--- src/rtl/alarm_mode.sv ---
// Alarm-time store and comparator. Holds an HH:MM alarm edited through a
// set/op1/op2 button FSM, watches realTime, and emits a one-cycle
// alarm_fire pulse on each rising edge of the alarm match.
module alarm_mode #(
   parameter int SNOOZE_MIN = 5,
   parameter int DEFAULT_HH = 0,
   parameter int DEFAULT_MM = 0
) (
   input  logic        clk_2MHz,
   input  logic        reset,
   input  logic        ASSERT,
   input  logic        in_set,
   input  logic        in_op1,
   input  logic        in_op2,
   input  logic [20:0] realTime,
   output logic [1:0]  out_state,
   output logic        out_armed,
   output logic [6:0]  outHH,
   output logic [6:0]  outMM,
   output logic [6:0]  outSS,
   output logic [5:0]  out_flick,
   output logic        alarm_fire
);

   typedef enum logic [1:0] {
      ST_VIEW   = 2'd0,
      ST_SET_HH = 2'd1,
      ST_SET_MM = 2'd2,
      ST_BAD    = 2'd3
   } state_t;

   localparam logic [6:0] DEF_HH = 7'(DEFAULT_HH);
   localparam logic [6:0] DEF_MM = 7'(DEFAULT_MM);
   localparam logic [6:0] SNZ    = 7'(SNOOZE_MIN);

   state_t     state_q, state_d;
   logic [6:0] alm_hh_q, alm_hh_d, alm_mm_q, alm_mm_d;
   logic [6:0] w_hh_q, w_hh_d, w_mm_q, w_mm_d;
   logic       armed_q, armed_d;
   logic       match_d_q, match;
   logic       fire_q, fire_d;
   logic [6:0] disp_hh_q, disp_hh_d, disp_mm_q, disp_mm_d;
   logic [5:0] flick_q, flick_d;
   logic       ev_set, ev_op1, ev_op2;
   logic [6:0] snz_mm;

   // Button decode, FSM next state, display selection and alarm compare.
   always_comb begin
      // One event per cycle: set beats op1 beats op2.
      ev_set = ASSERT & in_set;
      ev_op1 = ASSERT & in_op1 & ~in_set;
      ev_op2 = ASSERT & in_op2 & ~in_set & ~in_op1;
      // Max 59+59 = 118, fits in 7 bits.
      snz_mm = alm_mm_q + SNZ;

      state_d  = state_q;
      alm_hh_d = alm_hh_q;
      alm_mm_d = alm_mm_q;
      w_hh_d   = w_hh_q;
      w_mm_d   = w_mm_q;
      armed_d  = armed_q;

      case (state_q)
         ST_VIEW: begin
            if (ev_set) begin
               w_hh_d  = alm_hh_q;
               w_mm_d  = alm_mm_q;
               state_d = ST_SET_HH;
            end else if (ev_op1) begin
               armed_d = ~armed_q;
            end else if (ev_op2 && armed_q) begin
               if (snz_mm >= 7'd60) begin
                  alm_mm_d = snz_mm - 7'd60;
                  alm_hh_d = (alm_hh_q == 7'd23) ? 7'd0 : alm_hh_q + 7'd1;
               end else begin
                  alm_mm_d = snz_mm;
               end
            end
         end
         ST_SET_HH: begin
            if (ev_set)      state_d = ST_SET_MM;
            else if (ev_op1) w_hh_d = (w_hh_q == 7'd23) ? 7'd0 : w_hh_q + 7'd1;
            else if (ev_op2) w_hh_d = (w_hh_q == 7'd0) ? 7'd23 : w_hh_q - 7'd1;
         end
         ST_SET_MM: begin
            if (ev_set) begin
               alm_hh_d = w_hh_q;
               alm_mm_d = w_mm_q;
               armed_d  = 1'b1;
               state_d  = ST_VIEW;
            end else if (ev_op1) begin
               w_mm_d = (w_mm_q == 7'd59) ? 7'd0 : w_mm_q + 7'd1;
            end else if (ev_op2) begin
               w_mm_d = (w_mm_q == 7'd0) ? 7'd59 : w_mm_q - 7'd1;
            end
         end
         default: state_d = ST_VIEW;
      endcase

      // Display follows the next state so it lines up with out_state.
      disp_hh_d = alm_hh_d;
      disp_mm_d = alm_mm_d;
      flick_d   = 6'b000000;
      case (state_d)
         ST_SET_HH: begin
            disp_hh_d = w_hh_d;
            disp_mm_d = w_mm_d;
            flick_d   = 6'b110000;
         end
         ST_SET_MM: begin
            disp_hh_d = w_hh_d;
            disp_mm_d = w_mm_d;
            flick_d   = 6'b001100;
         end
         default: ;
      endcase

      // Compare against the committed alarm only; edits never disturb it.
      match  = (realTime == {alm_hh_q, alm_mm_q, 7'd0});
      fire_d = armed_q & match & ~match_d_q;
   end

   // State and output registers; match history starts at 1 to block a fire right after reset.
   always_ff @(posedge clk_2MHz or posedge reset) begin
      if (reset) begin
         state_q   <= ST_VIEW;
         alm_hh_q  <= DEF_HH;
         alm_mm_q  <= DEF_MM;
         w_hh_q    <= DEF_HH;
         w_mm_q    <= DEF_MM;
         armed_q   <= 1'b0;
         match_d_q <= 1'b1;
         fire_q    <= 1'b0;
         disp_hh_q <= DEF_HH;
         disp_mm_q <= DEF_MM;
         flick_q   <= 6'b000000;
      end else begin
         state_q   <= state_d;
         alm_hh_q  <= alm_hh_d;
         alm_mm_q  <= alm_mm_d;
         w_hh_q    <= w_hh_d;
         w_mm_q    <= w_mm_d;
         armed_q   <= armed_d;
         match_d_q <= match;
         fire_q    <= fire_d;
         disp_hh_q <= disp_hh_d;
         disp_mm_q <= disp_mm_d;
         flick_q   <= flick_d;
      end
   end

   assign out_state  = state_q;
   assign out_armed  = armed_q;
   assign outHH      = disp_hh_q;
   assign outMM      = disp_mm_q;
   assign outSS      = 7'd0;
   assign out_flick  = flick_q;
   assign alarm_fire = fire_q;

endmodule

--- config.mk ---
export PLATFORM = sky130hd
export DESIGN_NAME = alarm_mode
export DESIGN_NICKNAME = d
export VERILOG_FILES = /design/src/rtl/alarm_mode.sv
export SDC_FILE = /design/constraint.sdc
export NUM_CORES = 1
export LEC_CHECK = 0
export ABC_AREA = 0
export BUFFER_PORTS_ARGS = -buffer_cell sky130_fd_sc_hd__buf_2
export CAP_MARGIN = 10
export CORE_ASPECT_RATIO = 0.6
export CORE_MARGIN = 2
export CORE_UTILIZATION = 45
export CTS_CLUSTER_DIAMETER = 120
export DETAILED_ROUTE_END_ITERATION = 12
export GPL_TIMING_DRIVEN = 0
export PLACE_DENSITY = 0.65
export RECOVER_POWER = 100
export SYNTH_ARGS = -nofsm -noshare
export SYNTH_HDL_FRONTEND = slang
export SYNTH_SLANG_ARGS = --single-unit
--- constraint.sdc ---
create_clock -name clk_2MHz -period 3.3 [get_ports clk_2MHz]
set_input_delay 0.99 -clock clk_2MHz [delete_from_list [all_inputs] [get_ports clk_2MHz]]
set_output_delay 0.99 -clock clk_2MHz [all_outputs]
set_load 0.01 [all_outputs]
# == Yosys cells after proc, flatten, opt, wreduce, memory -nomap -nowiden ==
# Cells that the tools add are included.
# Widths: inputs -> output; s select.
# word_totals
ff_bits,53
output_inout_bits,31
# classes
n_reduce_logical,7
eq_ne,11
mux,38
bitwise,12
n_addsub,7
order_cmp,1
# op_table
cell,count
$mux 7,25
$pmux 7 s2,4
$add 7x1->7 const B,3
$eq 21x21->1,1
$eq 7x5->1 const B,2
$logic_not 7->1,2
$sub 7x1->7 const B,2
$pmux 6 s2,1
$and 1x1->1,8
$add 7x3->7 const B,1
$eq 7x6->1 const B,1
$ge 7x6->1 const B,1
$sub 7x6->7 const B,1
$mux 2,3
$ne 2x2->1 const B,3
$pmux 2 s3,1
$eq 2x1->1 const B,2
$eq 2x2->1 const B,2
$not 1->1,4
$reduce_and 4->1,1
$mux 1,3
$logic_not 2->1,1
$pmux 1 s2,1
$reduce_bool 2->1,1
2 further kinds,2

# == Depth between registers and ports, before layout ==
# Gate-level depths: netlist of the first run.
# depth
ltp_word,9
ltp_mapped,12
ltp_nobuf,9

# == Worst setup path after synthesis of the first run ==
# No wires, ideal clock.
# synth_path
kind,input-to-reg
startpoint,in in_set
endpoint,"reg disp_mm_q[4], in the netlist outMM[4]"
cell_stages,11
arrival_ns,3.016
slack_ns,0.160
setup_time_ns,0.124
n_path_buf,4
cell_sequence,clkbuf_1 > and2_1 > clkbuf_1 > clkbuf_1 > nand2_1 > o21a_1 > inv_1 > ha_1 > clkbuf_1 > a32o_1 > a211o_1
# synth_via
elab_cells_between_ends,24
# synth_rtl
element,line,text
start: declaration,12,"input logic in_set,"
$and 1x1->1 *,50,ev_set = ASSERT & in_set;
$mux 2 (on tied branches),"86, 65, 81",
$pmux 2 s3 *,63,case (state_q)
net state_d[1],36,"state_t state_q, state_d;"
$eq 2x2->1 or $eq 2x1->1 (tied branches),104,case (state_d)
$reduce_or 2->1 (no source line) *,n/a,
$mux 7 *,104,
net disp_mm_d[4],42,"logic [6:0] disp_hh_q, disp_hh_d, disp_mm_q, disp_mm_d;"
end signal: assignment,147,disp_mm_q <= disp_mm_d;
end: declaration,42,
# Mark *: on every way through the listed nets, which the timed path passes. The rest lies on a longest branch.
# A chain may end at the register's enable or synchronous reset.

# == Worst setup path after layout of the first run ==
# layout_path
startpoint,in ASSERT
endpoint,"reg disp_mm_q[3], in the netlist outMM[3]"
# layout_via
elab_chain_len,9
elab_cells_between_ends,25
# layout_rtl
element,line,text
start: declaration,11,"input logic ASSERT,"
$and 1x1->1 (3 in series),52,ev_op2 = ASSERT & in_op2 & ~in_set & ~in_op1;
$logic_and 1x1->1,71,end else if (ev_op2 && armed_q) begin
$mux 7,71,
$mux 7,69,end else if (ev_op1) begin
$mux 7,65,if (ev_set) begin
$pmux 7 s2,63,
$mux 7 *,104,
net disp_mm_d[3],42,
# Marks and branches as above.

==> impl_metrics.py, run 1 <==
metrics = {
    "layout": {
        "fin_cells": 700,
        "antenna_cells": 0,
        "finalNetCount": 619,
        "area.growth.synth_to_final_pct": 13.39,
        "multi_input_area_um2": 2585,
        "drive_gt1_share_pct": 12.84,
        "register_area_um2": 1227,
        "fill_cells": 907,
        "fin_util_pct": 51.96,
        "final_area_um2": 4705,
    },
    "cts": {
        "cts_buffers": 5,
        "insertion_delay_ns": 0.29,
        "cts_hold_buffers": 0,
        "cts.sinks": 49,
        "cts.clk_slew.worst_paths_ns": 0.07,
        "post_cts_buffers": 0,
        "cts_tree": "yes",
        "clockRootBuffer": "clkbuf_16",
        "htreeDepth": 2,
        "cts_buffer_depth": 2,
    },
    "sta": {
        "tightest_slew_ns": 1.560,
        "slew_viol_final": 35,
        "setup_violations": 0,
        "relSlewSlack_pct": -3.988,
        "whs_ns": 0.5995,
        "hold_viol_final": 0,
        "clock_skew_ns": 0.01160,
        "post-route-period-util_pct": 92.76,
        "period_needed_ns": 3.061,
        "fmax_mhz": 326.7,
        "grt_setup_unrepaired": "false",
    },
    "synth": {
        "yosysTopAreaCell": "dfrtp_1",
        "yosysWarnings": 0,
        "async_flop_share_pct": 100.0,
        "synth_seq_cells": 49,
        "syn_inst": 524,
        "post-synth-top-count-cell": "dfrtp_1",
        "ys_types": 75,
        "syn-cell-area_um2": 4149,
        "yosys-top-cells-count": "dfrtp_1 (48), nand2_1 (43), nor2_1 (42)",
        "ys_seq_area_share_pct": 29.58,
        "synth_top_area_share_pct": 28.95,
        "synth_edf_count": 0,
        "synthFlopType": "dfrtp_1",
        "synthTopCellsByArea": "dfrtp_1 (29%), xnor2_1 (4.4%), nand2_1 (3.9%), nor2_1 (3.8%), clkbuf_1 (3.7%)",
        "syn_avg_cell_area_um2": 7.918,
    },
    "placement": {
        "dp_hpwl_mm": 10.43,
        "placed_cells": 697,
        "globalplace.congestion": 0.9438,
        "port_buffers": 48,
        "place_area_um2": 4584,
    },
    "worst_hold_path": {
        "hp-class": "reg -> reg",
        "holdPathStages": 1,
    },
    "setup_path": {
        "crit_type": "in -> reg",
        "start_kind": "input port",
        "required_ns": 3.49,
        "cp-end-kind": "flip-flop",
        "max_stage_delay_ns": 0.39,
        "crit_path_top_delay_cell": "ha_1",
        "r2r_cells": 10,
        "crit_top_cell": "nand2_1",
        "worstPathCellList": "buf_2, buf_2, nand2_4, clkbuf_2, nand2_1, nand2_1, nand2_1, ha_1, clkbuf_2, clkbuf_4, a2bb2oi_1",
        "path_max_fanout": 11,
        "arrival_ns": 3.25,
    },
    "flow_run": {
        "maxCapViolations": 1,
    },
    "drt": {
        "routed_wl_mm": 13.79,
        "ant_nets": 0,
        "vias_per_cell": 6.330,
        "vias": 4431,
        "drt_iter0_markers": 400,
        "firstDrtPassIters": 6,
        "wl_per_cell_um": 19.70,
        "drc": 0,
    },
    "global_route": {
        "antenna_found_initial": 0,
        "grt_overflow_total": 0,
        "grt_pass1_wl_mm": 22.06,
        "grt_max_degree": 35,
        "grt.total_usage_pct": 28.25,
        "grt_pass1_vias": 4206,
    },
    "die": {
        "initial_utilization_pct": 45.83,
        "dieArea_um2": 10030,
        "fp.dieW_um": 128.0,
        "placementRows": 27,
        "fp.dieH_um": 78.38,
        "core_um2": 9054,
        "io_pins": 58,
    },
    "power": {
        "power_mw": 4.650,
        "powerDensity_nw_per_um2": 988.5,
        "ir_worst_vdd_uv": 441.9,
        "p_leak_nw": 1.919,
    },
    "outcome": {
        "violations": "capacitance limit, slew limit",
        "outcome": "finished with violations",
    },
}
## worst max-delay path, delay by kind of cell
kind | cells | cell delay, ns
adders and majority gates | 1 | 0.39
and+or+nand+nor | 4 | 0.41
AOI/OAI and AO/OA | 1 | 0.26
buffers and inverters | 5 | 1.17
## cell usage in the layout, fill, tap and decap left out, drive strengths merged, types with 7 or more instances in the layout
cell and instances:
ha 9, buf 47, and2 8, nor2 42, o21ai 34, conb 9, clkbuf 67, inv 18
o22ai 8, a21oi 20, a31oi 11, nand4 12, o221ai 7, a22o 7, nor3 14, xnor2 22
a22oi 16, nand2 43, nor4 11, dfrtp 48, nand3 20
## per-layer routing
layer / track usage [%] / up-vias / routed length, µm
met5: 0 / - / 0
met4: 8.022 / 0 / 229
met3: 7.771 / 28 / 1203
met2: 40.59 / 231 / 5785
met1: 41.31 / 2137 / 6571
li1: - / 2035 / -
## where the power goes
part | switching [mW] | internal (mW) | leakage, nW
clock network | 0.213 | 0.303 | 0.0712
logic | 1.98 | 1.12 | 1.27
registers | 0.168 | 0.863 | 0.580
total | 2.36 | 2.29 | 1.92
## final cells by class
cell class / instances / area share (%)
flip-flops and latches: 49 / 26.09
clock buffers: 8 / 3.112
well taps: 116 / 3.085
plain buffers: 58 / 6.303
repair buffers: 49 / 4.787
inverters: 20 / 1.676
multi-input cells: 400 / 54.95
## final timing paths
| path | endpoint | slack [ns] | startpoint |
|---|---|---|---|
| max in group asynchronous | w_mm_q[5] | 0.60 | reset |
| setup / recovery | outMM[3] | 0.24 | ASSERT |
| setup reg to reg | outHH[4] | 0.31 | alm_mm_q[0] |
| min in group asynchronous | outHH[5] | 0.73 | reset |
| hold / removal | alarm_fire | 0.60 | match_d_q |
| hold reg to reg | alarm_fire | 0.60 | match_d_q |
## state kept, by name (all words and copies together) (netlist names), 2 cells and up
name and cells:
alm_mm_q 7, out_flick 2, out_state 2, outMM 7, alm_hh_q 7, w_mm_q 7, w_hh_q 7, outHH 7
## metrics by stage
stage	setup TNS, ns	setup slack [ns]
after global routing	0	0.07004
after detailed placement	-10.46	-0.9702
after CTS	0	0.01780
final	0	0.2388
after floorplan	0	0.1603
after global placement	-10.46	-0.9620
## logic make-up (layout without fill, tap and decap cells)
group	after synthesis	in the layout	synth area share, %
mux	9	9	2.352
fa+ha+maj	9	9	2.714
buf+inv	83	135	9.047
other cells	1	9	0.09038
compound gates	156	156	26.87
simple gates	191	191	23.67
flops	49	49	29.58
xor+xnor	26	26	5.670
## what timing repair did
action / CTS / global route
endpoints found under the hold margin: 0 / 0
resized for setup: 7 / 12
setup endpoints to repair: 14 / 20
pin swaps: 0 / 0
gates cloned: 0 / 0
(Power assumes the default switching activity.)
==> inputs of run 2 (changes only) <==
--- a/config.mk
+++ b/config.mk
@@ -15,7 +15,6 @@
 export DETAILED_ROUTE_END_ITERATION = 12
 export GPL_TIMING_DRIVEN = 0
 export PLACE_DENSITY = 0.65
-export RECOVER_POWER = 100
 export SYNTH_ARGS = -nofsm -noshare
 export SYNTH_HDL_FRONTEND = slang
 export SYNTH_SLANG_ARGS = --single-unit
==> constraint.sdc (replaced) <==
create_clock -name clk_2MHz -period 3.3 [get_ports clk_2MHz]
set_input_delay 0.99 -clock clk_2MHz [delete_from_list [all_inputs] [get_ports clk_2MHz]]
set_output_delay 0.99 -clock clk_2MHz [all_outputs]
set_load 0.02 [all_outputs]
==> impl_metrics.py, run 2 (synthesized netlist as in run 1, its figures left out) <==
metrics = {
    "die": {
        "core_um2": 9054,
        "placementRows": 27,
        "io_pins": 58,
        "initial_utilization_pct": 45.83,
        "fp.dieH_um": 78.38,
        "fp.dieW_um": 128.0,
        "dieArea_um2": 10030,
    },
    "sta": {
        "post-route-period-util_pct": 93.14,
        "period_needed_ns": 3.074,
        "slew_viol_final": 0,
        "tightest_slew_ns": 0.7130,
        "setup_tns_ns": 0,
        "clock_skew_ns": 0.01135,
        "finalWorstSetupSlack_ns": 0.2265,
        "setup_violations": 0,
        "whs_ns": 0.5985,
        "fmax_mhz": 325.4,
        "relSlewSlack_pct": 52.29,
        "grt_setup_unrepaired": "false",
        "hold_viol_final": 0,
    },
    "drt": {
        "vias": 4434,
        "drt_iter0_markers": 463,
        "ant_nets": 0,
        "wl_per_cell_um": 19.71,
        "drc": 0,
        "vias_per_cell": 6.334,
        "routed_wl_mm": 13.80,
        "firstDrtPassIters": 5,
    },
    "setup_path": {
        "critPathTopFamily": "buffers and inverters",
        "crit_top_cell": "nand2_1",
        "cp-end-kind": "flip-flop",
        "crit_buf_inv": 5,
        "path_max_fanout": 11,
        "crit_type": "in -> reg",
        "crit_path_top_delay_cell": "ha_1",
        "required_ns": 3.49,
        "start_kind": "input port",
        "arrival_ns": 3.26,
        "worstPathCellList": "buf_2, buf_2, nand2_4, clkbuf_2, nand2_1, nand2_1, nand2_1, ha_1, clkbuf_2, clkbuf_4, a2bb2oi_1",
        "max_stage_delay_ns": 0.39,
    },
    "cts": {
        "cts.sinks": 49,
        "cts.clk_slew.worst_paths_ns": 0.07,
        "post_cts_buffers": 0,
        "cts_tree": "yes",
        "insertion_delay_ns": 0.29,
        "clockRootBuffer": "clkbuf_16",
        "cts_hold_buffers": 0,
        "htreeDepth": 2,
        "cts_buffers": 5,
        "cts_buffer_depth": 2,
    },
    "outcome": {
        "outcome": "complete, no violations",
    },
    "layout": {
        "final_common_cell": "buf_2",
        "fin_util_pct": 52.42,
        "drive_gt1_share_pct": 17.12,
        "register_area_um2": 1227,
        "final_cell_mix": "buf_2 (54), dfrtp_1 (48), nand2_1 (42), nor2_1 (42), clkbuf_1 (31)",
        "antenna_cells": 0,
        "area.growth.synth_to_final_pct": 14.38,
        "finalNetCount": 619,
        "multi_input_area_um2": 2591,
        "fill_cells": 890,
    },
    "flow_run": {
        "maxCapViolations": 0,
    },
    "power": {
        "p_leak_nw": 1.983,
        "power_mw": 4.773,
        "powerDensity_nw_per_um2": 1006,
        "ir_worst_vdd_uv": 440.0,
    },
    "worst_hold_path": {
        "hp-class": "reg -> reg",
    },
    "global_route": {
        "top_usage_layer": "met1",
        "grt.total_usage_pct": 28.25,
        "grt_pass1_vias": 4206,
        "use_met3_pct": 7.771,
        "grt_overflow_total": 0,
        "use_met1_pct": 41.31,
        "grt_pass1_wl_mm": 22.06,
        "grt_use_met2_pct": 40.59,
        "grt_max_degree": 35,
        "antenna_found_initial": 0,
    },
    "placement": {
        "dp_hpwl_mm": 10.43,
        "globalplace.congestion": 0.9438,
        "dp_slack_ns": -0.9702,
        "port_buffers": 48,
    },
}
run 2: where the power goes:
part	switching (mW)	internal, mW	total, mW
logic	2.08	1.16	3.24
registers	0.164	0.863	1.03
clock network	0.207	0.302	0.510
total	2.45	2.32	4.77
run 2: repair_timing:
item,4_1_cts,5_1_grt
endpoints found under the hold margin,0,0
setup endpoints to repair,14,20
resized for setup,7,12
run 2: area by class of cell:
cell class,count,area share [%]
repair buffers,49,5.484
plain buffers,58,6.248
inverters,20,1.661
clock buffers,8,3.085
flip-flops and latches,49,25.86
well taps,116,3.058
multi-input cells,400,54.60
run 2: layer usage:
metal	vias to the layer above	share of wire (%)
li1	2035	-
met1	2124	47
met2	250	42
met3	25	9.9
met4	0	1.6
met5	-	0
run 2: stage by stage:
stage	instance area [µm²]	std cells
after floorplan	4179	532
after global placement	4564	696
after detailed placement	4584	697
after CTS	4740	703
after global routing	4746	700
final	4746	700
run 2: worst paths after layout:
path,from,endpoint,slack [ns],depth (start not counted)
min in group asynchronous,reset,outHH[5],0.65,2
setup reg to reg,alm_mm_q[0],outMM[2],0.28,10
hold reg to reg,match_d_q,alarm_fire,0.60,1
max in group asynchronous,reset,match_d_q,2.10,3
setup / recovery,ASSERT,outMM[3],0.23,11
hold / removal,match_d_q,alarm_fire,0.60,1
run 2: worst reg2reg max path, stage by stage, from the launching register on:
cell and delay, ns:
dfrtp_1 0.38, buf_2 0.19, a21oi_1 0.30, xnor2_1 0.19
ha_1 0.35, o21ai_0 0.12, o21ai_1 0.30, nand3_1 0.13
a31o_1 0.29, mux2_4 0.31, o32a_1 0.33
==> inputs of run 3 (changes only) <==
--- a/config.mk
+++ b/config.mk
@@ -14,6 +14,7 @@
 export CTS_CLUSTER_DIAMETER = 120
 export DETAILED_ROUTE_END_ITERATION = 12
 export GPL_TIMING_DRIVEN = 0
+export MAX_ROUTING_LAYER = met4
 export PLACE_DENSITY = 0.65
 export SYNTH_ARGS = -nofsm -noshare
 export SYNTH_HDL_FRONTEND = slang
==> impl_metrics.py, run 3 (synthesized netlist as in run 1, its figures left out) <==
metrics = {
    "setup_path": {
        "arrival_ns": 3.34,
        "worstPathCellList": "buf_2, buf_2, nand2_2, clkbuf_2, nand2_1, nand2_1, nand2_1, ha_1, clkbuf_2, clkbuf_2, a2bb2oi_1",
        "crit_type": "in -> reg",
        "max_stage_delay_ns": 0.36,
        "critPathTopFamily": "buffers and inverters",
        "r2r-start": "alm_mm_q[3]",
        "path_max_fanout": 11,
        "cp-end-kind": "flip-flop",
        "required_ns": 3.50,
        "regToRegSetupSlack_ns": 0.19,
        "r2r_cells": 10,
        "crit_buf_inv": 5,
        "r2r_end": "outHH[0]",
        "start_kind": "input port",
        "crit_path_top_delay_cell": "ha_1",
    },
    "die": {
        "core_um2": 9054,
        "dieArea_um2": 10030,
        "fp.dieW_um": 128.0,
        "io_pins": 58,
        "placementRows": 27,
        "fp.dieH_um": 78.38,
        "initial_utilization_pct": 45.83,
    },
    "layout": {
        "final_common_cell": "buf_2",
        "final_cell_mix": "buf_2 (54), dfrtp_1 (48), nand2_1 (42), nor2_1 (42), clkbuf_1 (32)",
        "drive_gt1_share_pct": 16.92,
        "antenna_cells": 0,
        "finalNetCount": 620,
        "fin_util_pct": 52.56,
        "final_area_um2": 4758,
        "area.growth.synth_to_final_pct": 14.69,
    },
    "drt": {
        "ant_nets": 0,
        "firstDrtPassIters": 7,
        "vias_per_cell": 6.198,
        "vias": 4345,
        "wl_per_cell_um": 19.66,
        "drc": 0,
        "drt_iter0_markers": 525,
        "routed_wl_mm": 13.78,
    },
    "sta": {
        "finalWorstSetupSlack_ns": 0.1584,
        "tightest_slew_ns": 0.7365,
        "grt_setup_unrepaired": "false",
        "relSlewSlack_pct": 50.72,
        "clock_skew_ns": 0.009045,
        "post-route-period-util_pct": 95.20,
        "whs_ns": 0.5864,
        "period_needed_ns": 3.142,
        "hold_viol_final": 0,
        "setup_violations": 0,
        "slew_viol_final": 0,
        "fmax_mhz": 318.3,
    },
    "power": {
        "p_sw_share_pct": 50.73,
        "p_leak_nw": 1.989,
        "p_clk_share_pct": 12.5,
        "pwr-share-comb_pct": 66.4,
        "powerDensity_nw_per_um2": 1015,
        "p_int_mw": 2.381,
        "switching_power_mw": 2.451,
        "ir_worst_vdd_uv": 452.4,
        "power_frac_seq_pct": 21.2,
    },
    "placement": {
        "dp_slack_ns": -1.026,
        "port_buffers": 48,
        "place_area_um2": 4584,
        "dp_hpwl_mm": 10.52,
        "globalplace.congestion": 1.013,
    },
    "global_route": {
        "grt_max_degree": 34,
        "grt_overflow_total": 0,
        "grt_pass1_vias": 3844,
        "antenna_found_initial": 0,
        "grt.total_usage_pct": 29.12,
        "grt_pass1_wl_mm": 21.80,
    },
    "cts": {
        "cts_tree": "yes",
        "cts_hold_buffers": 0,
        "cts_buffer_depth": 2,
        "cts.sinks": 49,
        "htreeDepth": 2,
        "cts.clk_slew.worst_paths_ns": 0.07,
        "post_cts_buffers": 0,
        "clockRootBuffer": "clkbuf_16",
        "insertion_delay_ns": 0.30,
        "cts_buffers": 5,
    },
    "worst_hold_path": {
        "holdPathStages": 1,
        "hp-class": "reg -> reg",
        "min_from": "match_d_q",
        "holdPathEnd": "alarm_fire",
    },
    "outcome": {
        "outcome": "complete, no violations",
    },
    "flow_run": {
        "maxCapViolations": 0,
    },
}
run 3: cell types whose count changed in the layout (fill, tap and decap cells not counted), sizes merged:
| cell | previous run | this run |
|---|---|---|
| clkinv | 1 | 2 |
| clkinvlp | 1 | 0 |
| bufinv | 0 | 1 |
run 3: cell type report:
| class | instances | area, µm² |
|---|---|---|
| buffer | 59 | 294.0 |
| clock buffer | 7 | 142.6 |
| clock inverter | 1 | 30.03 |
| fill | 894 | 4295 |
| inverter | 20 | 75.07 |
| multi-input combinational | 400 | 2584 |
| sequential | 49 | 1227 |
| tap | 116 | 145.1 |
| timing repair buffer | 49 | 260.3 |
run 3: timing repair:
action / in CTS / in global routing
hold endpoints to repair: 0 / 0
pin swaps: 0 / 0
endpoints found under the setup margin: 14 / 16
resized for setup: 6 / 7
run 3: worst reg2reg max path, cell delays in order (launching register included):
cell      delay (ns)
dfrtp_1         0.46
clkbuf_1        0.45
xnor2_1         0.22
ha_1            0.18
clkbuf_1        0.26
o21ai_0         0.13
o21ai_1         0.25
a32o_1          0.24
a21o_1          0.29
mux2i_1         0.34
a31oi_1         0.15
run 3: routing by layer:
layer,up-vias,wire [µm],global-route usage [%]
met3,14,1053,4.158
met2,196,5851,40.11
met4,0,110,5.275
met5,-,0,-
met1,2106,6763,45.21
li1,2029,-,-
run 3: worst max-delay path by stage:
stage / start / endpoint / depth (start not counted)
2_1_floorplan: in_set / outMM[4] / 11
3_5_place_dp: in_set / outMM[6] / 12
3_3_place_gp: in_set / outHH[1] / 12
6_report: ASSERT / outMM[3] / 11
5_1_grt: alm_mm_q[3] / outHH[4] / 10
4_1_cts: out_state[1] / outHH[3] / 9
run 3: power by group through the flow:
stage | Sequential (mW) | Clock, mW | Combinational (mW)
CTS | 1.02 | 0.615 | 3.14
detailed placement | 1.03 | 0 | 3.11
finish | 1.02 | 0.602 | 3.21
global route | 1.05 | 0.635 | 3.49
global placement | 1.02 | 0 | 3.10
floorplan | 1.12 | 0 | 2.12
run 3: through the flow:
step / power [mW] / cells / TNS (ns)
after floorplan: 3.236 / 532 / 0
after global placement: 4.124 / 696 / -11.06
after detailed placement: 4.139 / 697 / -11.54
after CTS: 4.772 / 703 / 0
after global routing: 5.179 / 701 / 0
final: 4.832 / 701 / 0
